### config.mk
export PLATFORM = sky130hd
export DESIGN_NAME = vram_arbiter
export DESIGN_NICKNAME = d
export VERILOG_FILES = /design/src/rtl/vram_arbiter.sv
export SDC_FILE = /design/constraint.sdc
export NUM_CORES = 1
export LEC_CHECK = 0
export CAP_MARGIN = 20
export CORE_ASPECT_RATIO = 0.5
export CORE_MARGIN = 5
export CORE_UTILIZATION = 36
export CTS_BUF_LIST = sky130_fd_sc_hd__clkbuf_8
export DETAILED_ROUTE_END_ITERATION = 16
export PLACE_DENSITY = 0.86
export SLEW_MARGIN = 30
export SYNTH_ARGS = -nofsm -noshare
export SYNTH_HDL_FRONTEND = slang
export SYNTH_SLANG_ARGS = --single-unit
export TNS_END_PERCENT = 20
### constraint.sdc
create_clock -name clk -period 4.2 [get_ports clk]
set_input_delay 0.84 -clock clk [delete_from_list [all_inputs] [get_ports clk]]
set_output_delay 0.84 -clock clk [all_outputs]
set_load 0.005 [all_outputs]
### src/rtl/vram_arbiter.sv
// -----------------------------------------------------------------------------
// vram_arbiter
//
// Single-port frame-buffer arbiter and 1bpp pixel serialiser for the 256x240
// presets. Video fetches own every eighth pixel of a visible line and always
// win that cycle. A CPU access takes three cycles: grant, read-back, ack. Each
// fetched byte is shifted out MSB first, one pixel per clock. A pulse is also
// raised at the start of vblank.
//
// Ports
//   clk, reset        pixel clock; synchronous active-high reset
//   hpos, vpos        beam position from the sync generator
//   display_on        beam inside the visible area
//   cpu_req/we/addr/wdata  CPU request, held stable until cpu_ack
//   cpu_ack           one-cycle completion pulse (grant + 2)
//   cpu_rdata         read data, valid with cpu_ack and held afterwards
//   ram_addr/we/wdata RAM command, combinational from the current owner
//   ram_rdata         RAM read data, one-cycle latency
//   pixel             serialised pixel, 2 cycles behind hpos
//   pixel_valid       display_on delayed by 2 cycles
//   frame_irq         one-cycle pulse after the line V_DISPLAY / hpos 0 cycle
// -----------------------------------------------------------------------------
module vram_arbiter #(
  parameter int V_DISPLAY = 240,
  parameter int ADDR_W    = 13
) (
  input  logic              clk,
  input  logic              reset,
  input  logic [8:0]        hpos,
  input  logic [8:0]        vpos,
  input  logic              display_on,
  input  logic              cpu_req,
  input  logic              cpu_we,
  input  logic [ADDR_W-1:0] cpu_addr,
  input  logic [7:0]        cpu_wdata,
  output logic              cpu_ack,
  output logic [7:0]        cpu_rdata,
  output logic [ADDR_W-1:0] ram_addr,
  output logic              ram_we,
  output logic [7:0]        ram_wdata,
  input  logic [7:0]        ram_rdata,
  output logic              pixel,
  output logic              pixel_valid,
  output logic              frame_irq
);

  // Pixel lag behind hpos: one cycle of RAM latency plus the load cycle.
  localparam int PIX_LAG = 2;

  typedef enum logic [1:0] {
    ST_IDLE,
    ST_READ,
    ST_ACK
  } state_t;

  state_t              state_reg;
  state_t              state_next;
  logic                cpu_grant;
  logic                video_slot;
  logic [ADDR_W-1:0]   video_addr;

  // Remembers whether the granted access was a write, so the READ state
  // knows whether ram_rdata is meaningful for the CPU.
  logic                write_reg;
  logic                cpu_ack_reg;
  logic [7:0]          cpu_rdata_reg;

  logic                slot_d1_reg;
  logic [7:0]          shreg_reg;
  logic [7:0]          shreg_next;
  logic [7:0]          shift_in;
  logic [PIX_LAG-1:0]  disp_pipe_reg;
  logic [PIX_LAG:0]    disp_chain;
  logic                frame_irq_reg;

  // ---------------------------------------------------------------------------
  // Slot decode. Slots are 1 in 8 cycles, so two are never adjacent and a CPU
  // request blocked by one is granted on the very next cycle.
  // ---------------------------------------------------------------------------
  assign video_slot = display_on && (hpos[2:0] == 3'd0);
  assign video_addr = ADDR_W'({vpos[7:0], hpos[7:3]});

  // ---------------------------------------------------------------------------
  // CPU access FSM
  // ---------------------------------------------------------------------------
  always_comb begin
    state_next = state_reg;
    cpu_grant  = 1'b0;
    case (state_reg)
      ST_IDLE: begin
        if (cpu_req && !video_slot) begin
          cpu_grant  = 1'b1;
          state_next = ST_READ;
        end
      end
      ST_READ: state_next = ST_ACK;
      // A request still high here is ignored; it is seen again in IDLE.
      ST_ACK:  state_next = ST_IDLE;
      default: state_next = ST_IDLE;
    endcase
  end

  always_ff @(posedge clk) begin
    if (reset) begin
      state_reg     <= ST_IDLE;
      write_reg     <= 1'b0;
      cpu_ack_reg   <= 1'b0;
      cpu_rdata_reg <= 8'h00;
    end else begin
      state_reg   <= state_next;
      if (cpu_grant) begin
        write_reg <= cpu_we;
      end
      cpu_ack_reg <= (state_reg == ST_READ);
      if ((state_reg == ST_READ) && !write_reg) begin
        cpu_rdata_reg <= ram_rdata;
      end
    end
  end

  assign cpu_ack   = cpu_ack_reg;
  assign cpu_rdata = cpu_rdata_reg;

  // ---------------------------------------------------------------------------
  // RAM command mux. Video has priority; an idle bus simply mirrors the CPU
  // inputs with the write strobe low. The strobe is also gated by reset so a
  // write granted in the cycle reset rises never reaches the RAM.
  // ---------------------------------------------------------------------------
  always_comb begin
    ram_addr  = cpu_addr;
    ram_wdata = cpu_wdata;
    ram_we    = 1'b0;
    if (video_slot) begin
      ram_addr = video_addr;
    end else if (cpu_grant) begin
      ram_we = cpu_we && !reset;
    end
  end

  // ---------------------------------------------------------------------------
  // Pixel serialiser. The byte fetched in a slot arrives one cycle later and is
  // loaded then; every other cycle shifts left with a zero fill, so after the
  // last slot of a line the register drains to 0 by itself.
  // ---------------------------------------------------------------------------
  assign shift_in = {shreg_reg[6:0], 1'b0};

  genvar gi;
  generate
    for (gi = 0; gi < 8; gi++) begin : g_shreg_bit
      assign shreg_next[gi] = slot_d1_reg ? ram_rdata[gi] : shift_in[gi];
    end
  endgenerate

  // display_on shifts through PIX_LAG stages so pixel_valid lines up with
  // the serialised data.
  assign disp_chain = {disp_pipe_reg, display_on};

  always_ff @(posedge clk) begin
    if (reset) begin
      slot_d1_reg   <= 1'b0;
      shreg_reg     <= 8'h00;
      disp_pipe_reg <= '0;
      frame_irq_reg <= 1'b0;
    end else begin
      slot_d1_reg   <= video_slot;
      shreg_reg     <= shreg_next;
      disp_pipe_reg <= disp_chain[PIX_LAG-1:0];
      frame_irq_reg <= (vpos == 9'(V_DISPLAY)) && (hpos == 9'd0);
    end
  end

  assign pixel_valid = disp_pipe_reg[PIX_LAG-1];
  assign pixel       = shreg_reg[7] & pixel_valid;
  assign frame_irq   = frame_irq_reg;

endmodule
; Word-level counts from Yosys, hierarchy flattened
; Cells that the tools add are included.
[op_classes]
n_mul = 0
addsub = 0
div_mod_pow = 0
n_eq_ne = 3
n_mux = 14
n_shift = 0
reduce_logical = 12
order_cmp = 0
n_bitwise = 2
[op_table]
columns = cell, n
row1 = 13-bit 2-to-1 mux, 1
row2 = 1-bit 2-to-1 mux, 11
row3 = "9-bit by 8-bit equality test with 1-bit output, second input constant", 1
row4 = 9-bit zero test, 1
row5 = 1-bit logical AND, 5
row6 = 2-bit one-hot mux with 2 select lines, 1
row7 = 1-bit zero test, 3
row8 = 3-bit zero test, 1
row9 = "2-bit by 1-bit equality test with 1-bit output, second input constant", 1
row10 = 2-bit zero test, 1
row11 = 2-bit 2-to-1 mux, 1
row12 = "2-bit inequality test, second input constant", 1
row13 = 2-bit OR reduction, 1
row14 = 1-bit AND, 1
row15 = 1-bit inverter, 1
[totals]
memories = 0
rom_bits = 0
ram_bits = 0
inputBits = 52
ff_bits = 24
latch_bits = 0

; Longest topological paths before layout
[logic_depth]
word_depth = 8
mapped_depth = 4

; Worst setup path before layout
; OpenSTA, ideal clock, no wires.
[synth_timing]
path_type = input to output
from = input port hpos[2]
to = output port ram_addr[0]
path_stages = 3
arrival_time_ps = 1742
path_buffers = 1
path_slack_ps = 1618
path_cell_list = nor4b_4 -> buf_6 -> mux2_2
[synth_via]
elab_chain_cells = 3
[synth_rtl]
columns = item, line
row1 = start: declaration, 29  ; input logic [8:0] hpos,
row2 = 3-bit zero test, 80  ; assign video_slot = display_on && (hpos[2:0] == 3'd0);
row3 = 1-bit logical AND, 80
row4 = 13-bit 2-to-1 mux, 133  ; if (video_slot) begin
row5 = end: declaration, 38  ; output logic [ADDR_W-1:0] ram_addr,
; Every way passes these cells.

; Final worst setup path
[layout_timing]
from = input port hpos[2]
to = output port ram_addr[3]
; The elaborated chain is that of the path after synthesis.

==> flow_metrics.py <==
metrics = {
    "run_status": {
        "status": "finished clean",
    },
    "power_and_ir_drop": {
        "p_total_mw": 0.543,
        "vdd_drop_max_mv": 0.200,
        "powerDensity_nw_per_um2": 295,
        "static-leakage-power_nw": 0.663,
    },
    "synth": {
        "post_synthesis_instance_area_um2": 1090,
        "syn-num-nets": 155,
        "async_flop_share_pct": 0,
        "synthDominantCellAreaShare_pct": 43.9,
        "synth.cells.most_frequent": "sky130_fd_sc_hd__dfxtp_1 (24), sky130_fd_sc_hd__nor2_1 (18), sky130_fd_sc_hd__mux2i_1 (16)",
        "post_synth_num_cell_types": 19,
        "syn-instance-count": 103,
        "top_area_cells_in_the_synthesized_netlist": "sky130_fd_sc_hd__dfxtp_1 (44%), sky130_fd_sc_hd__mux2i_1 (15%), sky130_fd_sc_hd__mux2_2 (13%), sky130_fd_sc_hd__nor2_1 (6.2%), sky130_fd_sc_hd__buf_4 (5.5%)",
        "synth.avg_cell_area_um2": 10.6,
        "netlist.top_cell.by_area": "sky130_fd_sc_hd__dfxtp_1",
        "ys_seq_area_share_pct": 43.9,
        "synth.ff_latch_count": 24,
        "postSynth.topFlopCell": "sky130_fd_sc_hd__dfxtp_1",
        "synth.yosys.warnings": 0,
        "synth-edff-count": 0,
        "yosysMostFrequentCell": "sky130_fd_sc_hd__dfxtp_1",
    },
    "worst_setup_path": {
        "cp-start-kind": "input port",
        "worst_path_max_delay_cell": "sky130_fd_sc_hd__clkdlybuf4s50_1",
        "worstPathMaxFanout": 13,
        "slowest_delay_ns": 0.46,
        "timing.critical_path.to_type": "primary output",
        "timing.critical_path.cells": "clkdlybuf4s50_1 > nor4b_4 > buf_4 > mux2_2 > clkdlybuf4s50_1",
        "crit_start": "hpos[2]",
        "crit_top_cell": "sky130_fd_sc_hd__clkdlybuf4s50_1",
        "critPathKind": "in2out",
        "crit-reg2reg-launch": "state_reg[0]$_SDFFE_PP0P_",
        "timing.critical_path.max_delay_family": "buffers and inverters",
        "timing.critical_path.required_ns": 3.36,
        "crit_arrival_ns": 2.70,
        "critical_path.n_buffers_inverters": 3,
    },
    "floorplanning": {
        "die-area_um2": 4310,
        "die_height_um": 49.0,
        "x_dimension_of_the_die_um": 87.9,
        "rows": 14,
        "initial_utilization_pct": 36.9,
        "core_um2": 2960,
        "ios": 86,
    },
    "final_layout": {
        "final_layout_size_suffix_gt1_share_pct": 13.9,
        "syn_to_final_growth_pct": 68.2,
        "finalCoreUtilization_pct": 62.1,
        "num_antenna_cells": 0,
        "finalInstanceArea_um2": 1840,
        "finish.cell_count_without_fillers": 206,
        "layout.nets": 219,
    },
    "grt": {
        "gr-usage-all-layers_pct": 14.7,
        "grt_antenna_before_repair": 0,
        "number_of_global_route_vias_before_repair": 1075,
        "wire_length_of_the_first_global_routing_pass_um": 4970,
        "largest_net_degree_at_the_start_of_global_routing": 25,
        "global_route.overflow_total": 0,
    },
    "sta": {
        "finalHoldViolCount": 0,
        "setup_viol": 0,
        "relSlewSlack_pct": 70.2,
        "final.setup.tns_ns": 0,
        "final.period_utilization_pct": 84.2,
        "post-route-min-period_ns": 3.54,
        "fmax_mhz": 283,
        "setup_slack_ns": 0.662,
        "finClkSkew_ns": 0.00527,
        "worst_hold_slack_ns": 0.449,
        "setup_repair_after_global_routing_missed_its_margin": "no",
        "timing.final.max_slew_violations": 0,
        "worstMarginPinSlew_ns": 0.447,
    },
    "place": {
        "hpwl_um": 2290,
        "placement.io_buffers": 69,
        "placement.cell_area_um2": 1770,
        "dp_slack_ns": 0.655,
        "cell_count_after_placement": 202,
        "finalWeightedCongestion": 0.826,
    },
    "drt": {
        "routedLengthMet1_um": 1090,
        "routedWlPerCell_um": 14.0,
        "routed-wl-met2_um": 1510,
        "dr_wl_met3_um": 207,
        "routed.top_layer": "met4",
        "drtPass1Iterations": 4,
        "finalWirelength_um": 2890,
        "dr_total_vias": 973,
        "drtAntennaViolNets": 0,
        "drcViolationCount": 0,
        "drtIter0Drc": 54,
        "avgViaCountPerCell": 4.72,
    },
    "cts": {
        "ctsHoldBuffers": 0,
        "clkTransAtPathRegs_ns": 0.08,
        "ctsLongestPathBuffers": 2,
        "clock_sink_count": 24,
        "cts_tree": "yes",
        "cts.repair_timing.setup_buffer_count": 0,
        "cts_inserted_buffers": 3,
        "ctsHtreeMaxLevel": 1,
        "clockRootBuffer": "sky130_fd_sc_hd__clkbuf_8",
        "clkLatencyLatePin_ns": 0.27,
        "ctsResizeCount": 0,
    },
    "flow_run": {
        "max-cap-violations": 0,
    },
    "worst_hold_path": {
        "hold_start": "disp_pipe_reg[0]$_SDFF_PP0_",
        "worst_hold_path_type": "reg2reg",
    },
}
-- final cells by class --
type | instances | area, um^2
multi-input cells | 66 | 524
clock inverters | 1 | 30.0
fillers | 250 | 1120
flip-flops and latches | 24 | 480
well taps | 40 | 50.0
repair buffers | 72 | 713
clock buffers | 3 | 41.3
-- layer usage --
layer  vias to the layer above  track usage, %
met3                         9            4.89
met4                         0            6.89
met2                        37            26.1
met1                       452            15.5
li1                        475               -
met5                         -               0
-- layout by cell type, fill, tap and decap left out, drive strengths merged, types with 2 or more instances in the layout --
cell type,n
buf,3
clkbuf,3
clkdlybuf4s50,69
dfxtp,24
mux2,13
mux2i,16
nand2,2
nand2b,2
nor2,18
nor2b,3
nor3b,3
nor4,3
or4b,2
-- worst register-to-register path: stages, from the launching register on --
cell                      delay (ns)
sky130_fd_sc_hd__dfxtp_1        0.38
sky130_fd_sc_hd__nor3b_1        0.20
sky130_fd_sc_hd__buf_4          0.22
sky130_fd_sc_hd__mux2i_1        0.22
sky130_fd_sc_hd__nor2_1         0.06
-- kinds of logic after synthesis --
logic type,synth area share [%]
and+or+nand+nor,19.9
buffers and inverters,8.12
DFF,43.9
muxes,28.0
-- final timing paths --
check | cells past startpoint | slack [ns] | end
worst max-delay path | 5 | 0.66 | ram_addr[3]
worst min-delay path | 1 | 0.45 | disp_pipe_reg[1]$_SDFF_PP0_
worst min register to register | 1 | 0.45 | disp_pipe_reg[1]$_SDFF_PP0_
worst max register to register | 4 | 3.01 | cpu_rdata[0]$_SDFFE_PP0P_
-- where the power goes --
group          internal, mW  switching, mW  leakage [nW]  total, mW
logic                0.0754         0.0304         0.433      0.106
registers             0.235        0.00460         0.195      0.240
clock network         0.127         0.0705        0.0357      0.198
total                 0.438          0.105         0.663      0.543
(Power assumes the default switching activity.)
